==> config.mk <==
export PLATFORM = sky130hd
export DESIGN_NAME = dft_bin_accum_flat
export DESIGN_NICKNAME = d
export VERILOG_FILES = /design/src/rtl/dft_bin_accum_if.sv /design/src/rtl/dft_bin_accum.sv /design/src/flat_wrapper.sv
export SDC_FILE = /design/constraint.sdc
export NUM_CORES = 2
export LEC_CHECK = 0
export CORE_ASPECT_RATIO = 0.6
export CORE_MARGIN = 3
export CORE_UTILIZATION = 55
export CTS_BUF_LIST = sky130_fd_sc_hd__clkbuf_4
export CTS_CLUSTER_DIAMETER = 120
export DETAILED_ROUTE_END_ITERATION = 8
export HOLD_SLACK_MARGIN = 0.03
export PLACE_DENSITY_LB_ADDON = 0.3
export SYNTH_ARGS = -nofsm -noshare
export SYNTH_HDL_FRONTEND = slang
export SYNTH_SLANG_ARGS = --single-unit
==> constraint.sdc <==
create_clock -name CLK -period 7.3 [get_ports CLK]
set_clock_uncertainty 0.05 [all_clocks]
set_input_delay 1.095 -clock CLK [delete_from_list [all_inputs] [get_ports CLK]]
set_output_delay 1.095 -clock CLK [all_outputs]
set_load 0.05 [all_outputs]
==> src/rtl/dft_bin_accum_if.sv <==
// Bus bundle for the single-bin DFT engine: frame control, sample input,
// CORDIC phase/sin/cos exchange and the complex result handshake.
// The master side is whatever owns the sample stream and the CORDIC core;
// the slave side is the DFT engine itself.
interface dft_bin_accum_if #(
    parameter int N_LOG2 = 10,
    parameter int IN_W   = 16,
    parameter int ACC_W  = 48
);
    logic                     start;
    logic [N_LOG2-1:0]        bin_k;
    logic                     in_valid;
    logic                     in_ready;
    logic signed [IN_W-1:0]   in_sample;
    logic [19:0]              theta;
    logic signed [17:0]       cos_in;
    logic signed [17:0]       sin_in;
    logic                     out_valid;
    logic                     out_ready;
    logic signed [ACC_W-1:0]  out_re;
    logic signed [ACC_W-1:0]  out_im;

    modport master (
        output start, bin_k, in_valid, in_sample, cos_in, sin_in, out_ready,
        input  in_ready, theta, out_valid, out_re, out_im
    );

    modport slave (
        input  start, bin_k, in_valid, in_sample, cos_in, sin_in, out_ready,
        output in_ready, theta, out_valid, out_re, out_im
    );
endinterface

==> src/rtl/dft_bin_accum.sv <==
// Single-bin DFT engine. Steps the CORDIC phase by k*2^20/N per accepted
// sample, carries each sample down a tagged delay line matching the CORDIC
// latency, multiplies it by the returned cos/sin and accumulates
// X[k] = sum x[n] * (cos - j sin) over one frame of N samples.
module dft_bin_accum #(
    parameter int N_LOG2     = 10,
    parameter int IN_W       = 16,
    parameter int CORDIC_LAT = 17,
    parameter int ACC_W      = 48
) (
    input logic              CLK,
    input logic              RST,
    dft_bin_accum_if.slave   bus
);
    localparam logic [N_LOG2:0] LAST_CNT = (N_LOG2+1)'((1 << N_LOG2) - 1);

    typedef enum logic [1:0] {IDLE, RUN, DRAIN, DONE} state_t;

    state_t                   state;
    logic [19:0]              phase;
    logic [19:0]              inc;
    logic [N_LOG2:0]          count;
    logic                     in_ready_r;
    logic                     out_valid_r;
    logic                     accept;

    logic [CORDIC_LAT-1:0]    dl_v;
    logic signed [IN_W-1:0]   dl_x [CORDIC_LAT];

    logic                     prod_v;
    logic signed [IN_W+17:0]  prod_re;
    logic signed [IN_W+17:0]  prod_im;

    logic signed [ACC_W-1:0]  acc_re;
    logic signed [ACC_W-1:0]  acc_im;

    assign accept        = bus.in_valid & in_ready_r;
    assign bus.in_ready  = in_ready_r;
    assign bus.out_valid = out_valid_r;
    assign bus.theta     = phase;
    assign bus.out_re    = acc_re;
    assign bus.out_im    = acc_im;

    // Frame control: latch the phase step, count accepted samples, wait for
    // the pipeline to empty, then hold the result until it is taken.
    always_ff @(posedge CLK or posedge RST) begin
        if (RST) begin
            state       <= IDLE;
            phase       <= '0;
            inc         <= '0;
            count       <= '0;
            in_ready_r  <= 1'b0;
            out_valid_r <= 1'b0;
        end else begin
            case (state)
                IDLE: begin
                    if (bus.start) begin
                        inc        <= 20'(bus.bin_k) << (20 - N_LOG2);
                        phase      <= '0;
                        count      <= '0;
                        in_ready_r <= 1'b1;
                        state      <= RUN;
                    end
                end
                RUN: begin
                    if (accept) begin
                        phase <= phase + inc;
                        count <= count + 1'b1;
                        if (count == LAST_CNT) begin
                            in_ready_r <= 1'b0;
                            state      <= DRAIN;
                        end
                    end
                end
                DRAIN: begin
                    if ((dl_v == '0) && !prod_v) begin
                        out_valid_r <= 1'b1;
                        state       <= DONE;
                    end
                end
                DONE: begin
                    if (bus.out_ready) begin
                        out_valid_r <= 1'b0;
                        state       <= IDLE;
                    end
                end
                default: state <= IDLE;
            endcase
        end
    end

    // Valid tags ride alongside the samples so bubbles never reach the accumulators.
    always_ff @(posedge CLK or posedge RST) begin
        if (RST) begin
            dl_v <= '0;
        end else begin
            dl_v <= {dl_v[CORDIC_LAT-2:0], accept};
        end
    end

    // Sample data shifts every cycle; only the matching tag decides whether it counts.
    always_ff @(posedge CLK) begin
        dl_x[0] <= bus.in_sample;
        for (int i = 1; i < CORDIC_LAT; i++) begin
            dl_x[i] <= dl_x[i-1];
        end
    end

    // Product stage: the oldest delay-line entry lines up with this cycle's cos/sin.
    always_ff @(posedge CLK or posedge RST) begin
        if (RST) begin
            prod_v  <= 1'b0;
            prod_re <= '0;
            prod_im <= '0;
        end else begin
            prod_v  <= dl_v[CORDIC_LAT-1];
            prod_re <= dl_x[CORDIC_LAT-1] * bus.cos_in;
            prod_im <= dl_x[CORDIC_LAT-1] * bus.sin_in;
        end
    end

    // Accumulate stage: the imaginary part subtracts because the kernel is e^(-j*theta).
    always_ff @(posedge CLK or posedge RST) begin
        if (RST) begin
            acc_re <= '0;
            acc_im <= '0;
        end else if ((state == IDLE) && bus.start) begin
            acc_re <= '0;
            acc_im <= '0;
        end else if (prod_v) begin
            acc_re <= acc_re + ACC_W'(prod_re);
            acc_im <= acc_im - ACC_W'(prod_im);
        end
    end
endmodule

==> src/flat_wrapper.sv <==
// flat-port wrapper written by rule: the top's interface ports become plain ports
module dft_bin_accum_flat 
#(
    parameter int N_LOG2     = 10,
    parameter int IN_W       = 16,
    parameter int CORDIC_LAT = 17,
    parameter int ACC_W      = 48
)
  (CLK, RST, bus_start, bus_bin_k, bus_in_valid, bus_in_sample, bus_cos_in, bus_sin_in, bus_out_ready, bus_in_ready, bus_theta, bus_out_valid, bus_out_re, bus_out_im);
  dft_bin_accum_if #(.N_LOG2(N_LOG2), .IN_W(IN_W), .ACC_W(ACC_W)) bus_i ();
  input logic CLK;
  input logic RST;
  input wire logic [$bits(bus_i.start)-1:0] bus_start;
  input wire logic [$bits(bus_i.bin_k)-1:0] bus_bin_k;
  input wire logic [$bits(bus_i.in_valid)-1:0] bus_in_valid;
  input wire logic [$bits(bus_i.in_sample)-1:0] bus_in_sample;
  input wire logic [$bits(bus_i.cos_in)-1:0] bus_cos_in;
  input wire logic [$bits(bus_i.sin_in)-1:0] bus_sin_in;
  input wire logic [$bits(bus_i.out_ready)-1:0] bus_out_ready;
  output wire logic [$bits(bus_i.in_ready)-1:0] bus_in_ready;
  output wire logic [$bits(bus_i.theta)-1:0] bus_theta;
  output wire logic [$bits(bus_i.out_valid)-1:0] bus_out_valid;
  output wire logic [$bits(bus_i.out_re)-1:0] bus_out_re;
  output wire logic [$bits(bus_i.out_im)-1:0] bus_out_im;
  assign bus_i.start = bus_start;
  assign bus_i.bin_k = bus_bin_k;
  assign bus_i.in_valid = bus_in_valid;
  assign bus_i.in_sample = bus_in_sample;
  assign bus_i.cos_in = bus_cos_in;
  assign bus_i.sin_in = bus_sin_in;
  assign bus_i.out_ready = bus_out_ready;
  assign bus_in_ready = bus_i.in_ready;
  assign bus_theta = bus_i.theta;
  assign bus_out_valid = bus_i.out_valid;
  assign bus_out_re = bus_i.out_re;
  assign bus_out_im = bus_i.out_im;
  dft_bin_accum #(.N_LOG2(N_LOG2), .IN_W(IN_W), .CORDIC_LAT(CORDIC_LAT), .ACC_W(ACC_W)) u_core (.CLK(CLK), .RST(RST), .bus(bus_i));
endmodule
==> flow_summary_export.csv <==
group,metric,value,unit
logic_synthesis,synth_area_leaders,"fa_1 29%, dfxtp_1 14%, dfrtp_1 14%, ha_1 8.8%, inv_1 6.9%",
timing,period_needed,7.018,ns
global_routing,track_usage,0.2514,
global_routing,antenna_found_initial,2,
setup_path,cpMostUsedCell,"fa_1",
detailed_routing,first_iter_violations,1908,
timing,fin_ws,0.2822,ns
logic_synthesis,yosys.area.top_type_share,0.2929,
logic_synthesis,synth_flop_cell,"dfxtp_1",
hold_path,min_from,"u_core.dl_x[0][241]",
global_routing,grt_pass1_wl,153300,um
clock_tree,clockRootBuffer,"clkbuf_4",
floorplan,ios,185,
finish,finish.utilization,0.6396,
finish,fin_cells,5377,
floorplan,fp.dieH,214.5,um
finish,layout_commonest_cell,"inv_1",
clock_tree,cts-buffers-inserted,106,
logic_synthesis,synth-async-reset-ratio,0.4438,
setup_path,r2r_end,"u_core.prod_im[32]",
detailed_routing,num_vias,28180,
global_routing,gr-total-overflow,0,
detailed_routing,wirelength,92550,um
detailed_routing,drc,0,
hold_path,min_path_cells,0,
clock_tree,cts_setup_buffers,0,
global_routing,grt_start_max_net_pins,114,
finish,final_cell_mix,"727 x inv_1, 583 x fa_1, 405 x nand2_1",
timing,final.period_utilization,0.9613,
clock_tree,clock_latency,1.05,ns
floorplan,std_cell_rows,75,
logic_synthesis,synthDistinctLibCells,86,
timing,hold_viol_final,0,
setup_path,startpoint_type,"flop",
logic_synthesis,synth_seq_cells,489,
logic_synthesis,synth_cells,3998,
hold_path,hold_class,"flop to flop",
setup_path,reg2regPathDepth,22,
setup_path,path_max_fanout,27,
detailed_routing,post_drt_wl_per_cell,17.21,um
clock_tree,clkSinkCount,489,
placement,preCtsSetupSlack,-0.3940,ns
logic_synthesis,yosysSeqAreaShare,0.2729,
placement,port_buffers,174,
setup_path,cp_cell_sequence,"nand2_1, fa_1, fa_1, fa_1, inv_1, fa_1, fa_1, inv_1, fa_1, inv_1, ha_1, a21o_1, a21o_1, a21oi_1, nand3b_1, o21ai_1, o311a_1, o21a_1, o21a_1, o41ai_2, mux2i_1, o2111ai_1",
setup_path,crit_buf_inv,3,
clock_tree,postCtsHoldBufs,0,
floorplan,die_w,353.5,um
finish,drive_above_1_share,0.08980,
floorplan,start_util,0.5632,
detailed_routing,drtPass1Iterations,5,
timing,setup_viol,0,
clock_tree,htree_levels,3,
clock_tree,clkTransAtPathRegs,0.07,ns
finish,syn_to_final_growth,13.57,%
logic_synthesis,ys.warnings.count,0,
setup_path,end_kind,"flop",
floorplan,coreArea,0.07076,mm^2
setup_path,reg2reg_slack,0.28,ns
logic_synthesis,synth_edf_count,0,
timing,worst_slew_pin_slew,0.9705,ns
clock_tree,max-clock-path-buffers,3,
finish,fin_nets,5266,
global_routing,first_global_vias,29520,
run_status,status,"complete, no violations",
logic_synthesis,synth.avg_cell_area,9.967,um^2
setup_path,worstPathRequired,8.10,ns
detailed_routing,postRouteAntennaNets,0,
logic_synthesis,synth_top_area_cell,"fa_1",
timing,rsz0062_at_grt,"false",
timing,max_freq,142.5,MHz
hold_path,hold_end,"u_core.dl_x[0][257]",
logic_synthesis,syn-cell-area,0.03985,mm^2
floorplan,dieArea,0.07582,mm^2
setup_path,critical_path.slowest_cell,"dfxtp_2",
timing,slew_viol_final,0,
timing,max-slew-margin-rel,0.3530,
setup_path,critPathArrivalTime,7.81,ns
clock_tree,cts_tree,"yes",
placement,dp_hpwl,73520,um
placement,place_congestion,0.9231,
flow_run,maxCapViolCount,0,
setup_path,r2r-start,"u_core.dl_x[0][257]",
setup_path,worst-setup-path-type,"flop to flop",
setup_path,cpPeakStageDelay,0.82,ns
clock_tree,cts_resized,0,
timing,whs,0.2100,ns
setup_path,path_delay_family,"adder cells",
placement,placed_cells,5189,
detailed_routing,routed_via_density,5.241,
how the worst max path moves through the flow:
stage | startpoint | end | cells after the start
2_1_floorplan | RST | u_core.bus.in_ready | 1
3_3_place_gp | bus_cos_in[7] | u_core.prod_re[32] | 26
3_5_place_dp | bus_cos_in[7] | u_core.prod_re[32] | 26
4_1_cts | u_core.dl_x[0][257] | u_core.prod_im[32] | 23
5_1_grt | u_core.dl_x[0][257] | u_core.prod_im[32] | 23
6_report | u_core.dl_x[0][257] | u_core.prod_im[32] | 22
worst reg2reg max path, delay by kind of cell (launching register included):
family          cells  cell delay, ns
mux                 1            0.25
simple gates        2            0.33
fa+ha+maj           7            3.38
buf+inv             3            0.16
compound gates      9            1.83
flops               1            0.82
state kept, by name (all words and copies together) (netlist names):
register / flops
u_core.bus.theta: 10
u_core.bus.out_im: 48
u_core.state: 2
u_core.dl_v: 17
u_core.prod_v: 1
u_core.prod_re: 34
u_core.bus.out_re: 48
u_core.dl_x: 272
u_core.inc: 10
u_core.bus.in_ready: 1
u_core.count: 11
u_core.prod_im: 34
u_core.bus.out_valid: 1
Yosys cell counts (28+ instances only):
library cell and number:
fa_1 583, ha_1 281, mux2i_1 50, o21bai_1 31, a21o_1 81, xnor2_1 120, dfxtp_1 272, a21oi_1 142
clkbuf_1 126, inv_1 728, o21a_1 28, nand2b_1 33, nor3_1 29, nand2_1 405, nand3_1 34, xor2_1 46
nor2_1 179, and2_1 268, dfrtp_1 217, o21ai_0 72
per-layer routing:
layer | track usage | up-vias | share of wire
li1 | - | 13170 | -
met1 | 0.3590 | 13910 | 0.45
met2 | 0.3825 | 939 | 0.45
met3 | 0.06164 | 162 | 0.084
met4 | 0.07246 | 0 | 0.021
met5 | 0 | - | 0
layout make-up:
cell class                 count  area (um^2)
timing repair buffer         367         3366
clock buffer                 151         1134
fill                        5733        25500
clock inverter                32        230.2
sequential                   489        10890
multi-input combinational   2640        25670
inverter                     731         2751
antenna                        5        12.51
tap                          962         1204
per-stage QoR:
stage                     TNS [ns]  area [um^2]
after floorplan                  0        39880
after global placement      -1.788        43880
after detailed placement    -2.876        43880
after CTS                        0        45240
after global routing             0        45250
final                            0        45250
cell families (layout without fill, tap and decap cells):
family                     after synthesis  after routing  share of synthesized area
AOI/OAI and AO/OA                      511            511                    0.08710
xor gates and xnor gates               166            166                    0.03649
adders and majority gates              864            864                     0.3811
buffers and inverters                  878           1281                    0.08374
DFF                                    489            489                     0.2729
muxes                                   51             51                    0.01284
other                                    1             15                 0.00009411
and+or+nand+nor                       1038           1038                     0.1257
Power is not shown: default switching activity piles up to over one toggle a cycle in this logic, so the estimate is an artifact.
